### src/rtl/matmul_pkg.sv
// matmul_pkg: shared FSM encoding, size defaults and packed-bus element offsets
package matmul_pkg;
  localparam int DEF_MAX_DIM = 5;
  localparam int DEF_DATA_W = 8;
  localparam logic [2:0] S_IDLE = 3'd0;
  localparam logic [2:0] S_CHECK = 3'd1;
  localparam logic [2:0] S_MAC = 3'd2;
  localparam logic [2:0] S_WRITE = 3'd3;
  localparam logic [2:0] S_DONE = 3'd4;
  function automatic int elem_off(int slot, int r, int c, int md = DEF_MAX_DIM, int dw = DEF_DATA_W);
    return slot * md * md * dw + (r * md + c) * dw;
  endfunction
endpackage

### src/rtl/matmul_mac.sv
// matmul_mac: registered multiply-accumulate (clr/en) with saturate-or-truncate output; ports clk, reset, clr, en, sat, a, b -> res
module matmul_mac #(
  parameter int DATA_W = 8,
  parameter int ACC_W = 2 * DATA_W + 3
) (
  input  logic              clk,
  input  logic              reset,
  input  logic              clr,
  input  logic              en,
  input  logic              sat,
  input  logic [DATA_W-1:0] a,
  input  logic [DATA_W-1:0] b,
  output logic [DATA_W-1:0] res
);
  logic [ACC_W-1:0] acc, ax, bx;
  assign ax = ACC_W'(a);
  assign bx = ACC_W'(b);
  always_ff @(posedge clk or posedge reset)
    if (reset) acc <= '0;
    else if (clr) acc <= '0;
    else if (en) acc <= acc + ax * bx;
  assign res = (sat && |acc[ACC_W-1:DATA_W]) ? '1 : acc[DATA_W-1:0];
endmodule

### src/rtl/seq_matrix_mul.sv
// seq_matrix_mul: sequential C=AxB, one MAC per clock, start/busy/done handshake, dim-error flag, sat/trunc output; ports clk, reset, start, sat_mode, a_m/a_n/b_m/b_n, matrices_in -> busy, done, valid, err, c_m, c_n, matrices_out
module seq_matrix_mul
  import matmul_pkg::*;
#(
  parameter int MAX_DIM = DEF_MAX_DIM,
  parameter int DATA_W = DEF_DATA_W,
  parameter int DIM_W = 3,
  parameter int ACC_W = 2 * DATA_W + 3
) (
  input  logic                              clk,
  input  logic                              reset,
  input  logic                              start,
  input  logic                              sat_mode,
  input  logic [DIM_W-1:0]                  a_m,
  input  logic [DIM_W-1:0]                  a_n,
  input  logic [DIM_W-1:0]                  b_m,
  input  logic [DIM_W-1:0]                  b_n,
  input  logic [2*MAX_DIM*MAX_DIM*DATA_W-1:0] matrices_in,
  output logic                              busy,
  output logic                              done,
  output logic                              valid,
  output logic                              err,
  output logic [DIM_W-1:0]                  c_m,
  output logic [DIM_W-1:0]                  c_n,
  output logic [2*MAX_DIM*MAX_DIM*DATA_W-1:0] matrices_out
);
  localparam int W = 2 * MAX_DIM * MAX_DIM * DATA_W;
  localparam logic [DIM_W-1:0] MDV = DIM_W'(MAX_DIM);
  localparam logic [DIM_W-1:0] ONE = DIM_W'(1);
  logic [2:0] state;
  logic [DIM_W-1:0] am, an, bm, bn, i, j, k;
  logic [W-1:0] mat;
  logic sat, dim_bad;
  logic [DATA_W-1:0] a_el, b_el, res;
  assign busy = state != S_IDLE;
  assign done = state == S_DONE;
  assign dim_bad = am == '0 || an == '0 || bm == '0 || bn == '0 ||
                   am > MDV || an > MDV || bm > MDV || bn > MDV || an != bm;
  assign a_el = mat[elem_off(0, int'(i), int'(k), MAX_DIM, DATA_W) +: DATA_W];
  assign b_el = mat[elem_off(1, int'(k), int'(j), MAX_DIM, DATA_W) +: DATA_W];
  matmul_mac #(.DATA_W(DATA_W), .ACC_W(ACC_W)) u_mac (
    .clk(clk),
    .reset(reset),
    .clr(state == S_CHECK || state == S_WRITE),
    .en(state == S_MAC),
    .sat(sat),
    .a(a_el),
    .b(b_el),
    .res(res)
  );
  always_ff @(posedge clk or posedge reset)
    if (reset) begin
      state <= S_IDLE;
      {am, an, bm, bn, i, j, k, c_m, c_n} <= '0;
      mat <= '0;
      sat <= 1'b0;
      valid <= 1'b0;
      err <= 1'b0;
      matrices_out <= '0;
    end else case (state)
      S_IDLE: if (start) begin
        {am, an, bm, bn} <= {a_m, a_n, b_m, b_n};
        mat <= matrices_in;
        sat <= sat_mode;
        valid <= 1'b0;
        err <= 1'b0;
        matrices_out <= '0;
        state <= S_CHECK;
      end
      S_CHECK: begin
        {i, j, k} <= '0;
        err <= dim_bad;
        c_m <= dim_bad ? '0 : am;
        c_n <= dim_bad ? '0 : bn;
        state <= dim_bad ? S_DONE : S_MAC;
      end
      S_MAC: begin
        k <= (k == an - ONE) ? k : k + ONE;
        state <= (k == an - ONE) ? S_WRITE : S_MAC;
      end
      S_WRITE: begin
        matrices_out[elem_off(0, int'(i), int'(j), MAX_DIM, DATA_W) +: DATA_W] <= res;
        k <= '0;
        // indices return to 0 after the last element so operand reads stay in range
        j <= (j == c_n - ONE) ? '0 : j + ONE;
        i <= (j != c_n - ONE) ? i : (i == c_m - ONE) ? '0 : i + ONE;
        valid <= j == c_n - ONE && i == c_m - ONE;
        state <= (j == c_n - ONE && i == c_m - ONE) ? S_DONE : S_MAC;
      end
      default: state <= S_IDLE;
    endcase
endmodule
### config.mk
export PLATFORM = sky130hd
export DESIGN_NAME = seq_matrix_mul
export DESIGN_NICKNAME = d
export VERILOG_FILES = /design/src/rtl/matmul_pkg.sv /design/src/rtl/matmul_mac.sv /design/src/rtl/seq_matrix_mul.sv
export SDC_FILE = /design/constraint.sdc
export NUM_CORES = 2
export LEC_CHECK = 0
export CAP_MARGIN = 20
export CORE_AREA = 2 2 319 321
export CTS_BUF_LIST = sky130_fd_sc_hd__clkbuf_16
export DETAILED_ROUTE_END_ITERATION = 7
export DIE_AREA = 0 0 321 323
export PLACE_DENSITY = 0.74
export RECOVER_POWER = 25
export SYNTH_ARGS = -nofsm -noshare
export SYNTH_HDL_FRONTEND = slang
export SYNTH_HIERARCHICAL = 1
export SYNTH_SLANG_ARGS = --single-unit
### constraint.sdc
create_clock -name clk -period 28.7 [get_ports clk]
set_clock_uncertainty 0.2 [all_clocks]
set_input_delay 5.74 -clock clk [delete_from_list [all_inputs] [get_ports clk]]
set_output_delay 5.74 -clock clk [all_outputs]
set_load 0.005 [all_outputs]
==> summary.md <==
| Metric | Value |
|---|---|
| Outcome | `finished with violations` |
| Failing checks | `capacitance limit, slew limit` |
| Worst Hold Slack | `0.271 ns` |
| Die X | `321 µm` |
| Root buffer cell | `clkbuf_16` |
| Largest net degree at the start of global routing | `241` |
| Gr usage total | `28.6%` |
| Drt total wl | `150 mm` |
| Num rows | `117` |
| Sum Neg Setup Slack | `0 ns` |
| GP Congestion | `0.910` |
| Area of the die | `0.104 mm²` |
| Internal power | `3.55 mW` |
| Post-synth top flop | `dfrtp_1` |
| Slew HR | `-194%` |
| R2R Setup Slk | `16.36 ns` |
| Most common cell in the synthesized netlist | `nand2_1` |
| Fin. max-slew vios | `599` |
| Multiplexer area fraction after synthesis | `11.7%` |
| Post-Synth Simple-Gate Area | `19.0%` |
| Post-synthesis sequential area ratio | `51.2%` |
| CTS sink count | `852` |
| Area grow syn2layout | `29.6%` |
| Worst Tran Pin Value | `4.42 ns` |
| Synthesized cell area | `0.0416 mm²` |
| Leak | `24.7 nW` |
| Seq cells post-synth | `852` |
| Initial drt markers | `3859` |
| Via count | `35021` |
| Final setup vio count | `0` |
| Syn_area_per_cell | `10.2 µm²` |
| Total CTS buffers | `90` |
| Initial Utilization | `41.3%` |
| Setup Crit Path Kind | `reg -> reg` |
| Cell variety after synth | `84` |
| Total grt overflow | `0` |
| Crit Reg-Reg Endpoint | `u_mac/acc[13]` |
| First drt pass iteration count | `6` |
| Post-synthesis instance total | `4064` |
| Worst Hold End | `mat[54]` |
| Main combinational cell family by area after synthesis | `simple AND/OR/NAND/NOR gates` |
| Post-synthesis compound-gate area fraction | `8.92%` |
| Dpl hpwl | `109 mm` |
| Skew-Pair Late Insertion Delay | `0.68 ns` |
| I/O pin total | `826` |
| Residual DRC | `0` |
| Post-cts sizing count | `0` |
| CTS tree | `built` |
| PortBufs | `825` |
| Comb pwr share | `54.1%` |
| CP Max Fanout | `50` |
| Max Cap Viol | `11` |
| First-pass GRT wire length | `222 mm` |
| Required time of the critical path | `28.99 ns` |
| Worst Hold Launch | `mat[54]` |
| IR drop worst, VDD | `0.322 mV` |
| Final min period | `12.34 ns` |
| Fmax | `81.0 MHz` |
| H-Tree Level Count | `3` |
| HP Class | `reg -> reg` |
| Final design utilization | `53.6%` |
| Net Count, Synth | `4602` |
| CP Capture Type | `flip-flop` |
| Xor and xnor area share after synthesis | `0.836%` |
| Asr flop ratio synth | `100%` |
| Warnings, synthesis | `6` |
| Top post-synthesis cells by area | `dfrtp_1, nand2_1, mux4_2, o22ai_1, fa_1` |
| Initial antenna violation count | `23` |
| P per Cell Area | `117 mW/mm²` |
| Flop pwr share | `27.3%` |
| Critical path arrival | `12.64 ns` |
| Postcts setup bufs | `0` |
| Max Buffers Root-to-Sink | `3` |
| Die Ht | `323 µm` |
| Worst setup SP type | `flip-flop` |
| Most instantiated cells after synthesis | `nand2_1, dfrtp_1, clkbuf_1, o22ai_1, mux4_2` |
| Switching Share | `43.6%` |
| Yosys top cell area share | `51.2%` |
| Worst Hold Path Cells | `2` |
| Synth Area in Adders | `4.62%` |
| Clock share of power | `18.6%` |
| Unrepaired setup endpoints after global routing | `no` |
| Avg Vias per Cell | `5.69` |
| Fin crit share | `43.0%` |
| RR Startpoint | `i[0]` |
| EDFF count, synth | `0` |
| R2r worst-path depth | `22` |
| Wirelength per Cell | `24.4 µm` |
| Hold Vio Cnt, Final | `0` |
| Synth area leader | `dfrtp_1` |
| Area of the core | `0.101 mm²` |
| Share of cells above drive strength 1 | `8.79%` |
| CTS clk-pin slew, worst paths | `0.07 ns` |
| Hold buffers post-CTS | `0` |
| Vias in the first global route | `34646` |
| Psw | `2.75 mW` |
| Detail Route Antenna Nets | `0` |
| Post-layout net count | `5312` |
==> logic make-up (layout without fill, tap and decap cells) <==
| kind of cell | count (synthesis) | in the layout |
|---|---|---|
| and+or+nand+nor | 1888 | 1888 |
| DFF | 852 | 852 |
| AOI/OAI and AO/OA | 499 | 499 |
| buffers and inverters | 390 | 1170 |
| muxes | 283 | 283 |
| adders and majority gates | 122 | 122 |
| xor gates and xnor gates | 30 | 30 |
| other | 0 | 6 |
==> metal layers <==
metal | part of all wire, % | track usage, % | routed length, µm | up-vias
li1 | - | - | - | 15309
met1 | 37 | 35.0 | 55300 | 17482
met2 | 49 | 47.7 | 73600 | 1803
met3 | 8.4 | 5.90 | 12600 | 409
met4 | 5.8 | 15.6 | 8680 | 18
met5 | 0.078 | 0 | 117 | -
==> state kept, by name, summed over array words and instances, names as in the netlist <==
register      cells
an                3
am                3
bm                3
mat             400
state             3
k                 3
c_n               3
u_mac/acc        19
sat               1
matrices_out    400
j                 3
bn                3
c_m               3
err               1
valid             1
i                 3
==> stage by stage <==
stage	power, mW	worst slack [ns]	instances	instance area [µm²]
2_1_floorplan	4.18	11.32	4064	41600
3_3_place_gp	5.01	18.69	5977	51000
3_5_place_dp	5.10	18.62	5978	51000
4_1_cts	6.30	19.35	6140	53900
5_1_grt	6.83	15.78	6158	54000
6_report	6.30	16.36	6159	54000
==> power groups by stage <==
stage	logic (mW)	clock network (mW)	registers, mW
global placement	3.29	0	1.72
detailed placement	3.37	0	1.73
global route	3.84	1.24	1.75
CTS	3.39	1.19	1.72
floorplan	2.54	0	1.65
finish	3.41	1.17	1.72
==> placed cells by master, fill, tap and decap left out, types with 18 or more instances in the layout <==
cell	instances
nor3_1	29
nand3_1	30
buf_4	32
nand2_1	1596
mux4_2	162
o22ai_1	197
a31oi_1	18
mux2i_1	98
clkbuf_16	91
ha_1	67
clkdlybuf4s50_1	823
dfrtp_1	852
inv_1	147
a21oi_1	25
and2_1	50
o2bb2ai_1	48
mux2_2	23
a2bb2o_1	32
a22o_1	74
fa_1	53
o21ai_0	25
nor2_1	55
==> worst max-delay path by stage <==
stage	start	endpoint
floorplan	reset	am[0]
global placement	start	mat[186]
detailed placement	start	mat[172]
CTS	start	mat[2]
global route	i[0]	u_mac/acc[13]
finish	i[0]	u_mac/acc[13]
==> final cells by class <==
type / instances / area [µm²]
diodes: 6 / 15.0
multi-input cells: 2822 / 18800
well taps: 1309 / 1640
inverters: 126 / 477
clock buffers: 91 / 2280
fillers: 8811 / 46800
clock inverters: 71 / 658
flip-flops and latches: 852 / 21300
repair buffers: 882 / 8750
==> worst max-delay path, stage by stage (launching register included) <==
cell      delay [ns]
dfrtp_1         0.51
ha_1            0.30
fa_1            2.48
clkbuf_1        2.51
mux4_2          0.63
mux2i_1         0.16
mux2i_1         0.31
a221oi_1        0.14
nor3_1          0.82
nand2_1         0.20
fa_1            0.57
fa_1            0.56
inv_1           0.06
fa_1            0.53
inv_1           0.05
fa_1            0.52
inv_1           0.04
ha_1            0.36
a21o_1          0.21
a221o_2         0.44
a31oi_2         0.26
or4b_1          0.15
o311ai_1        0.10
(Power assumes the default switching activity.)
